## src/rtl/irq_claim_arbiter.sv

```systemverilog
// irq_claim_arbiter
//   Interrupt gateway and claim/complete arbiter. Each source runs a small
//   IDLE -> PENDING -> IN_SERVICE gateway. Among pending sources whose
//   priority is above the threshold, the highest priority wins, and ties go
//   to the lowest index. The winner is registered every cycle. A CPU claim
//   hands out that registered ID and moves the source to IN_SERVICE. A
//   completion returns the source to IDLE.
//
// Ports
//   clk             single clock, all logic on posedge
//   rst_n           synchronous active-low reset
//   irq_pend_i      per-source level pending (already masked upstream)
//   prio_i          per-source priority, source i at [i*PRIO_WIDTH +: PRIO_WIDTH]
//   threshold_i     only priorities strictly greater are delivered
//   claim_req_i     one-cycle claim strobe
//   claim_valid_o   one-cycle strobe, one cycle after each claim_req_i
//   claim_id_o      claimed ID (source i -> i+1), 0 if nothing claimable
//   complete_req_i  one-cycle completion strobe
//   complete_id_i   ID being completed
//   complete_err_o  one-cycle strobe: the completion was ignored
//   irq_o           interrupt request to the core (registered winner valid)
//   in_service_o    per-source IN_SERVICE flags
module irq_claim_arbiter #(
  parameter int NUM_IRQS   = 32,
  parameter int PRIO_WIDTH = 3,
  localparam int ID_WIDTH  = $clog2(NUM_IRQS + 1)
) (
  input  logic                           clk,
  input  logic                           rst_n,
  input  logic [NUM_IRQS-1:0]            irq_pend_i,
  input  logic [NUM_IRQS*PRIO_WIDTH-1:0] prio_i,
  input  logic [PRIO_WIDTH-1:0]          threshold_i,
  input  logic                           claim_req_i,
  output logic                           claim_valid_o,
  output logic [ID_WIDTH-1:0]            claim_id_o,
  input  logic                           complete_req_i,
  input  logic [ID_WIDTH-1:0]            complete_id_i,
  output logic                           complete_err_o,
  output logic                           irq_o,
  output logic [NUM_IRQS-1:0]            in_service_o
);

  typedef enum logic [1:0] {
    GW_IDLE       = 2'd0,
    GW_PENDING    = 2'd1,
    GW_IN_SERVICE = 2'd2
  } gw_state_t;

  gw_state_t             gw_state [NUM_IRQS];
  gw_state_t             gw_next  [NUM_IRQS];

  logic                  best_valid;
  logic [ID_WIDTH-1:0]   best_id;

  logic                  arb_valid;
  logic [ID_WIDTH-1:0]   arb_id;
  logic [PRIO_WIDTH-1:0] arb_prio;

  logic                  claim_hit;
  logic                  claim_accept;
  logic                  cpl_hit;
  logic                  cpl_accept;

  // Arbitration over the current gateway state. A priority of 0 can never
  // exceed the threshold, so it is never delivered. The strict '>' on the
  // running best keeps the lowest index on a tie.
  always_comb begin
    arb_valid = 1'b0;
    arb_id    = '0;
    arb_prio  = '0;
    for (int i = 0; i < NUM_IRQS; i++) begin
      if (gw_state[i] == GW_PENDING &&
          prio_i[i*PRIO_WIDTH +: PRIO_WIDTH] > threshold_i) begin
        if (!arb_valid || prio_i[i*PRIO_WIDTH +: PRIO_WIDTH] > arb_prio) begin
          arb_valid = 1'b1;
          arb_id    = ID_WIDTH'(i + 1);
          arb_prio  = prio_i[i*PRIO_WIDTH +: PRIO_WIDTH];
        end
      end
    end
  end

  // A claim is honoured only if the registered winner is still PENDING.
  // The registered winner can be one cycle stale right after it was
  // claimed, so this check is what prevents handing out a duplicate ID.
  // IDs of 0 or above NUM_IRQS match no source, so they fall out as
  // not-hit naturally.
  always_comb begin
    claim_hit = 1'b0;
    cpl_hit   = 1'b0;
    for (int i = 0; i < NUM_IRQS; i++) begin
      if (best_id == ID_WIDTH'(i + 1) && gw_state[i] == GW_PENDING)
        claim_hit = 1'b1;
      if (complete_id_i == ID_WIDTH'(i + 1) && gw_state[i] == GW_IN_SERVICE)
        cpl_hit = 1'b1;
    end
    claim_accept = claim_req_i & best_valid & claim_hit;
    cpl_accept   = complete_req_i & cpl_hit;
  end

  // Gateway next state. Claim and completion both look at the current
  // state. A completion aimed at a source that is being claimed this
  // cycle therefore sees it as PENDING and is rejected.
  always_comb begin
    for (int i = 0; i < NUM_IRQS; i++) begin
      gw_next[i] = gw_state[i];
      case (gw_state[i])
        GW_IDLE:
          if (irq_pend_i[i]) gw_next[i] = GW_PENDING;
        GW_PENDING:
          if (claim_accept && best_id == ID_WIDTH'(i + 1))
            gw_next[i] = GW_IN_SERVICE;
        GW_IN_SERVICE:
          if (cpl_accept && complete_id_i == ID_WIDTH'(i + 1))
            gw_next[i] = GW_IDLE;
        default:
          gw_next[i] = GW_IDLE;
      endcase
    end
  end

  // State register: gateways, registered winner and response strobes
  always_ff @(posedge clk) begin
    if (!rst_n) begin
      for (int i = 0; i < NUM_IRQS; i++) gw_state[i] <= GW_IDLE;
      best_valid     <= 1'b0;
      best_id        <= '0;
      claim_valid_o  <= 1'b0;
      claim_id_o     <= '0;
      complete_err_o <= 1'b0;
    end else begin
      for (int i = 0; i < NUM_IRQS; i++) gw_state[i] <= gw_next[i];
      best_valid     <= arb_valid;
      best_id        <= arb_id;
      claim_valid_o  <= claim_req_i;
      if (claim_req_i)
        claim_id_o   <= claim_accept ? best_id : '0;
      complete_err_o <= complete_req_i & ~cpl_hit;
    end
  end

  // Outputs
  always_comb begin
    irq_o = best_valid;
    for (int i = 0; i < NUM_IRQS; i++)
      in_service_o[i] = (gw_state[i] == GW_IN_SERVICE);
  end

endmodule
```

## config.mk

```make
export PLATFORM = sky130hd
export DESIGN_NAME = irq_claim_arbiter
export DESIGN_NICKNAME = d
export VERILOG_FILES = /design/src/rtl/irq_claim_arbiter.sv
export SDC_FILE = /design/constraint.sdc
export NUM_CORES = 1
export LEC_CHECK = 0
export CAP_MARGIN = 10
export CORE_ASPECT_RATIO = 0.6
export CORE_MARGIN = 2
export CORE_UTILIZATION = 51
export DETAILED_ROUTE_END_ITERATION = 10
export GPL_TIMING_DRIVEN = 0
export PLACE_DENSITY = 0.84
export SYNTH_ARGS = -nofsm -noshare
export SYNTH_HDL_FRONTEND = slang
export SYNTH_SLANG_ARGS = --single-unit
```

## constraint.sdc

```tcl
create_clock -name clk -period 49.3 [get_ports clk]
set_input_delay 4.93 -clock clk [delete_from_list [all_inputs] [get_ports clk]]
set_output_delay 4.93 -clock clk [all_outputs]
set_load 0.005 [all_outputs]
```

== Word level (Yosys, flattened, before mapping) ==
Memory sizes are Yosys's and may differ from the RTL's.
Index checks and enable logic that the tools add are counted.
W data, S select, Z words.

* Output and inout port bits: 41
* Bits of input ports: 141
* Bits in latches: 0
* Memories kept: 1
* Word-level logic and storage cells: 902
* ROM bits: 0
* RAM bits: 64
* Flip-flop bits (word level): 15

* $add $sub $neg: 0
* Bitwise gates (word level): 37
* Equality and inequality tests: 128
* Multipliers: 0
* Shift operators: 0
* Muxes and demuxes: 414
* Magnitude comparators: 63
* Div/mod/pow operators: 0
* Reductions and logical operators: 254

{| class="wikitable"
|+ Memory list
! name !! depth !! width !! read ports !! clocked after memory_dff !! wr ports !! RTL line !! source
|-
| gw_state || 32 || 2 || 32 || 0 || 32 || 49 || <nowiki>gw_state_t gw_state [NUM_IRQS];</nowiki>
|}

{| class="wikitable"
|+ Operators by type and width
! cell !! count
|-
| $mux W6 || 63
|-
| $mux W2 || 128
|-
| $eq A6 B5 Y1 const B || 32
|-
| $pmux W2 S3 || 32
|-
| $gt A3 B3 Y1 || 63
|-
| $mux W3 || 61
|-
| $logic_and A1 B1 Y1 || 160
|-
| $mux W1 || 130
|-
| $eq A6 B4 Y1 const B || 16
|-
| $eq A2 B1 Y1 const B || 32
|-
| $eq A2 B2 Y1 const B || 32
|-
| $logic_not A2 Y1 || 32
|-
| $eq A6 B3 Y1 const B || 8
|-
| $or A1 B1 Y1 || 32
|-
| $logic_not A1 Y1 || 31
|-
| $logic_or A1 B1 Y1 || 31
|-
| $eq A6 B2 Y1 const B || 4
|-
| $eq A6 B1 Y1 const B || 2
|-
| $eq A6 B6 Y1 const B || 2
|-
| $and A1 B1 Y1 || 4
|-
| $not A1 Y1 || 1
|}

== Longest topological paths before layout ==
* Depth in word-level cells: 127
* Depth in mapped cells: 246
* Mapped depth without buffers: 243

== Least setup slack after synthesis ==
Ideal clock, no wire load.

* Path type: input to register
* Start: input port threshold_i[2]
* End: register best_id[4]
* Stages on the path: 219
* Path slack: 3.125 ns
* Arrival time: 46.101 ns
* Required time: 49.226 ns
* Setup time: 0.074 ns
* Cell sequence: inv_1 > ha_1 > and3_1 > nor3_2 > and2_1 > inv_1 > ha_1 > nor2b_1 > o21ai_0 > a32oi_1 > o21a_4 > mux2_2 > ha_1 > o21a_1 > o21ai_0 > o21ai_0 > a222oi_1 > or2_2 > [... 183 more ...] > o31ai_1 > ha_1 > inv_1 > a21o_1 > a21oi_1 > a31oi_1 > o21a_1 > clkbuf_1 > or3_1 > o21ai_1 > ha_1 > inv_1 > a21o_1 > a21oi_1 > a31oi_1 > o21ai_0 > nand2_1 > a31oi_1

* Word-level cells in the longest chain between the ends: 127

{| class="wikitable"
|+ RTL lines
! item !! RTL line !! source
|-
| start: declaration || 32 || <nowiki>input logic [PRIO_WIDTH-1:0] threshold_i,</nowiki>
|-
| $gt A3 B3 Y1 || 73 || <nowiki>prio_i[i*PRIO_WIDTH +: PRIO_WIDTH] > threshold_i) begin</nowiki>
|-
| $logic_and A1 B1 Y1 || 72 || <nowiki>if (gw_state[i] == GW_PENDING &&</nowiki>
|-
| $mux W3 or $mux W1 (tied branches) || 72 ||
|-
| $gt A3 B3 Y1 or $logic_not A1 Y1 (tied branches) || 74 || <nowiki>if (!arb_valid || prio_i[i*PRIO_WIDTH +: PRIO_WIDTH] > arb_prio) begin</nowiki>
|-
| $logic_or A1 B1 Y1 || 74 ||
|-
| $mux W3 or $mux W1 (tied branches) || 74 ||
|-
| $mux W3 or $mux W1 (tied branches) || 72 ||
|-
| $gt A3 B3 Y1 or $logic_not A1 Y1 (tied branches) || 74 ||
|-
| [... 111 more ...] || n/a ||
|-
| $gt A3 B3 Y1 or $logic_not A1 Y1 (tied branches) || 74 ||
|-
| $logic_or A1 B1 Y1 || 74 ||
|-
| $mux W3 or $mux W1 (tied branches) || 74 ||
|-
| $mux W3 or $mux W1 (tied branches) || 72 ||
|-
| $gt A3 B3 Y1 or $logic_not A1 Y1 (tied branches) || 74 ||
|-
| $logic_or A1 B1 Y1 || 74 ||
|-
| $mux W6 || 74 ||
|-
| $mux W6 * || 72 ||
|-
| end signal: assignment || 134 || <nowiki>best_id <= arb_id;</nowiki>
|-
| end: declaration || 53 || <nowiki>logic [ID_WIDTH-1:0] best_id;</nowiki>
|}

Mark *: on every way between the ends. The rest lies on a longest branch, timed or not.
A chain may end at the register's enable or synchronous reset.

== Final worst setup path ==
* Start: input port threshold_i[2]
* End: register best_id[3]

The elaborated chain is that of the path after synthesis.

==> results.toml <==
[sta]
fin_setup_tns_ns = 0
drv_slew = 0
slew_headroom_pct = 23.4
finalClockSkew_ns = 0.00730
layout_worst_path_cycle_share_pct = 97.5
max_freq_mhz = 20.8
hold_viol_final = 0
min_period_ns = 48.08
setup_viol = 0
worst_pin_slew_ns = 1.15

[detailed_routing]
viasPerCell = 6.56
wl_per_cell_um = 20.9
via_count = 13700
drtAntennaViolNets = 0
drt_wl_total_mm = 43.8
remaining_drc_errors = 0
dr.first_iter.drc_count = 1434
drtPass1Iterations = 6

[yosys]
ys_types = 98
syn_area_per_cell_um2 = 7.29
synth-edff-count = 0
syn_inst = 1542
synth-seq-cells = 79
ys_seq_area_share_pct = 14.1
syn_nets = 1850
synthesis.yosys.warnings = 0
synth_area_mm2 = 0.0112
synth-main-ff-cell = "dfxtp_1"
ys_async_sr_fraction_pct = 0

[place]
port_buffers = 179
gp_congestion = 1.03
dp_hpwl_mm = 32.8

[layout]
layout_common_cells = "clkdlybuf4s50_1, ha_1, o21ai_0, nand2_1, inv_1"
multiInputGateArea_mm2 = 0.00979
nFillCells = 1721
layout-drive-gt1-share_pct = 14.0
mostFrequentLayoutCell = "clkdlybuf4s50_1"
syn2layout_area_growth_pct = 33.2
nNetsFinal = 2108
fin_util_pct = 68.5
regArea_mm2 = 0.00158

[floorplanning]
pin_count = 182
num_rows = 42
coreArea_mm2 = 0.0219
start_util_pct = 51.4
dieHeight_um = 119
fp.dieW_um = 196
die_area_mm2 = 0.0233

[global_routing]
antenna_found_initial = 0
grt_start_max_net_pins = 33
grt_pass1_vias = 12300
grt_pass1_wl_mm = 64.8
overflow = 0
track_usage_pct = 34.7

[clock_tree]
clk_path_buf_depth = 2
cts_root_buf = "clkbuf_16"
htreeDepth = 3
cts_tree = "done"
cts.clk_slew.worst_paths_ns = 0.06
clock_latency_ns = 0.34
numCtsBuffers = 9
ctsHoldBuffers = 0
cts_sinks = 79

[pwr]
static-leakage-power_nw = 6.23
powerDensity_mw_per_mm2 = 49.7
peakVddDrop_mv = 0.0413

[setup_path]
cp.required_ns = 49.57
path_common_cell = "ha_1"
critPathMaxStageDelay_ns = 0.50
crit_path_start_kind = "input port"
critPathCaptureType = "flip-flop"
slowest_stage = "clkdlybuf4s50_1"
cp.arrival_ns = 48.35
cp_max_fo = 8
worstSetupPathType = "in -> reg"

[job]
drv_cap = 0

[status]
status = "completed"

[min_path]
hp-class = "reg -> reg"
## cell type report
type,count,share of cell area (%)
multi-input cells,1311,65.4
repair buffers,248,15.7
flip-flops and latches,79,10.6
inverters,115,2.93
well taps,286,2.39
clock buffers,11,1.62
plain buffers,36,1.04
clock inverters,5,0.376
diodes,1,0.0167
## what timing repair did
item | CTS | global route
pin swaps | 11 | 58
gates resized for setup | 44 | 131
buffers inserted | 16 | 51
endpoints found under the setup margin | 6 | 6
## through the flow
step | hold WS [ns] | setup WS, ns | area, um^2 | instances | power (W)
final | 0.415 | 1.22 | 15000 | 2092 | 0.000744
after global placement | 0.407 | -4.17 | 13400 | 2007 | 0.000509
after CTS | 0.416 | 0.0397 | 14000 | 2041 | 0.000617
after floorplan | 0.399 | 3.12 | 11200 | 1542 | 0.000412
after global routing | 0.449 | -0.745 | 15000 | 2091 | 0.000793
after detailed placement | 0.408 | -4.53 | 13400 | 2009 | 0.000527
## metal layers
| layer | GRT usage [%] | up-vias | share of wire [%] |
|---|---|---|---|
| met1 | 49.7 | 6352 | 42 |
| li1 | - | 6305 | - |
| met2 | 51.5 | 929 | 41 |
| met3 | 9.15 | 135 | 14 |
| met4 | 8.76 | 0 | 2.7 |
| met5 | 0 | - | 0 |
## power breakdown
group	total [W]	internal, W	switching [W]
Clock	0.0000677	0.0000406	0.0000271
Sequential	0.0000724	0.0000690	0.00000345
Combinational	0.000604	0.000267	0.000336
## critical path, delay by kind of cell
kind                     cells  cell delay [ns]
AO/OA/AOI/OAI              107            19.88
adder cells (fa/ha/maj)     33             9.46
AND/OR/NAND/NOR             54             7.59
multiplexers                13             3.30
buffers and inverters       23             3.14
## flip-flops by register name, summed over array words and instances, names as in the netlist
signal          cells
claim_valid_o       1
irq_o               1
complete_err_o      1
best_id             6
gw_state           64
claim_id_o          6
## final timing paths
| check | start | to | slack, ns | cells after the start |
|---|---|---|---|---|
| setup / recovery | threshold_i[2] | best_id[3]$_SDFF_PN0_ | 1.22 | 230 |
| hold / removal | gw_state[0][7]$_SDFFE_PN0P_ | gw_state[0][6]$_SDFFE_PN0P_ | 0.41 | 1 |
| setup reg to reg | gw_state[0][0]$_SDFFE_PN0P_ | best_id[3]$_SDFF_PN0_ | 6.50 | 228 |
| hold reg to reg | gw_state[0][7]$_SDFFE_PN0P_ | gw_state[0][6]$_SDFFE_PN0P_ | 0.41 | 1 |
## Yosys cell counts, types with 13 or more instances
cell type | count | area (um^2)
ha_1 | 167 | 2090
a31oi_1 | 31 | 194
a311oi_1 | 13 | 114
dfxtp_1 | 79 | 1580
a21o_1 | 25 | 188
a21oi_1 | 95 | 475
a22oi_1 | 13 | 97.6
and3_1 | 18 | 113
nor2_1 | 101 | 379
nor2b_1 | 92 | 576
clkbuf_1 | 30 | 113
inv_1 | 114 | 428
nand2_1 | 122 | 458
mux2_2 | 15 | 169
nand3_1 | 76 | 380
o31ai_1 | 14 | 105
nor3_1 | 55 | 275
nor3b_1 | 13 | 97.6
mux2i_1 | 23 | 230
o21a_1 | 20 | 150
and2_1 | 19 | 119
nand2b_1 | 33 | 206
o211ai_1 | 15 | 113
o21ai_0 | 147 | 736
## kinds of logic (layout without fill, tap and decap cells)
logic type               count (synthesis)  count (layout)  share of synthesized area [%]
AND/OR/NAND/NOR                        589             589                           27.3
AO/OA/AOI/OAI                          515             515                           31.1
adder cells (fa/ha/maj)                169             169                           18.8
buffers and inverters                  152             415                           5.17
flip-flops                              79              79                           14.1
multiplexers                            38              38                           3.55
other                                    0               1                              0
Power figures use the tool's default switching activity.
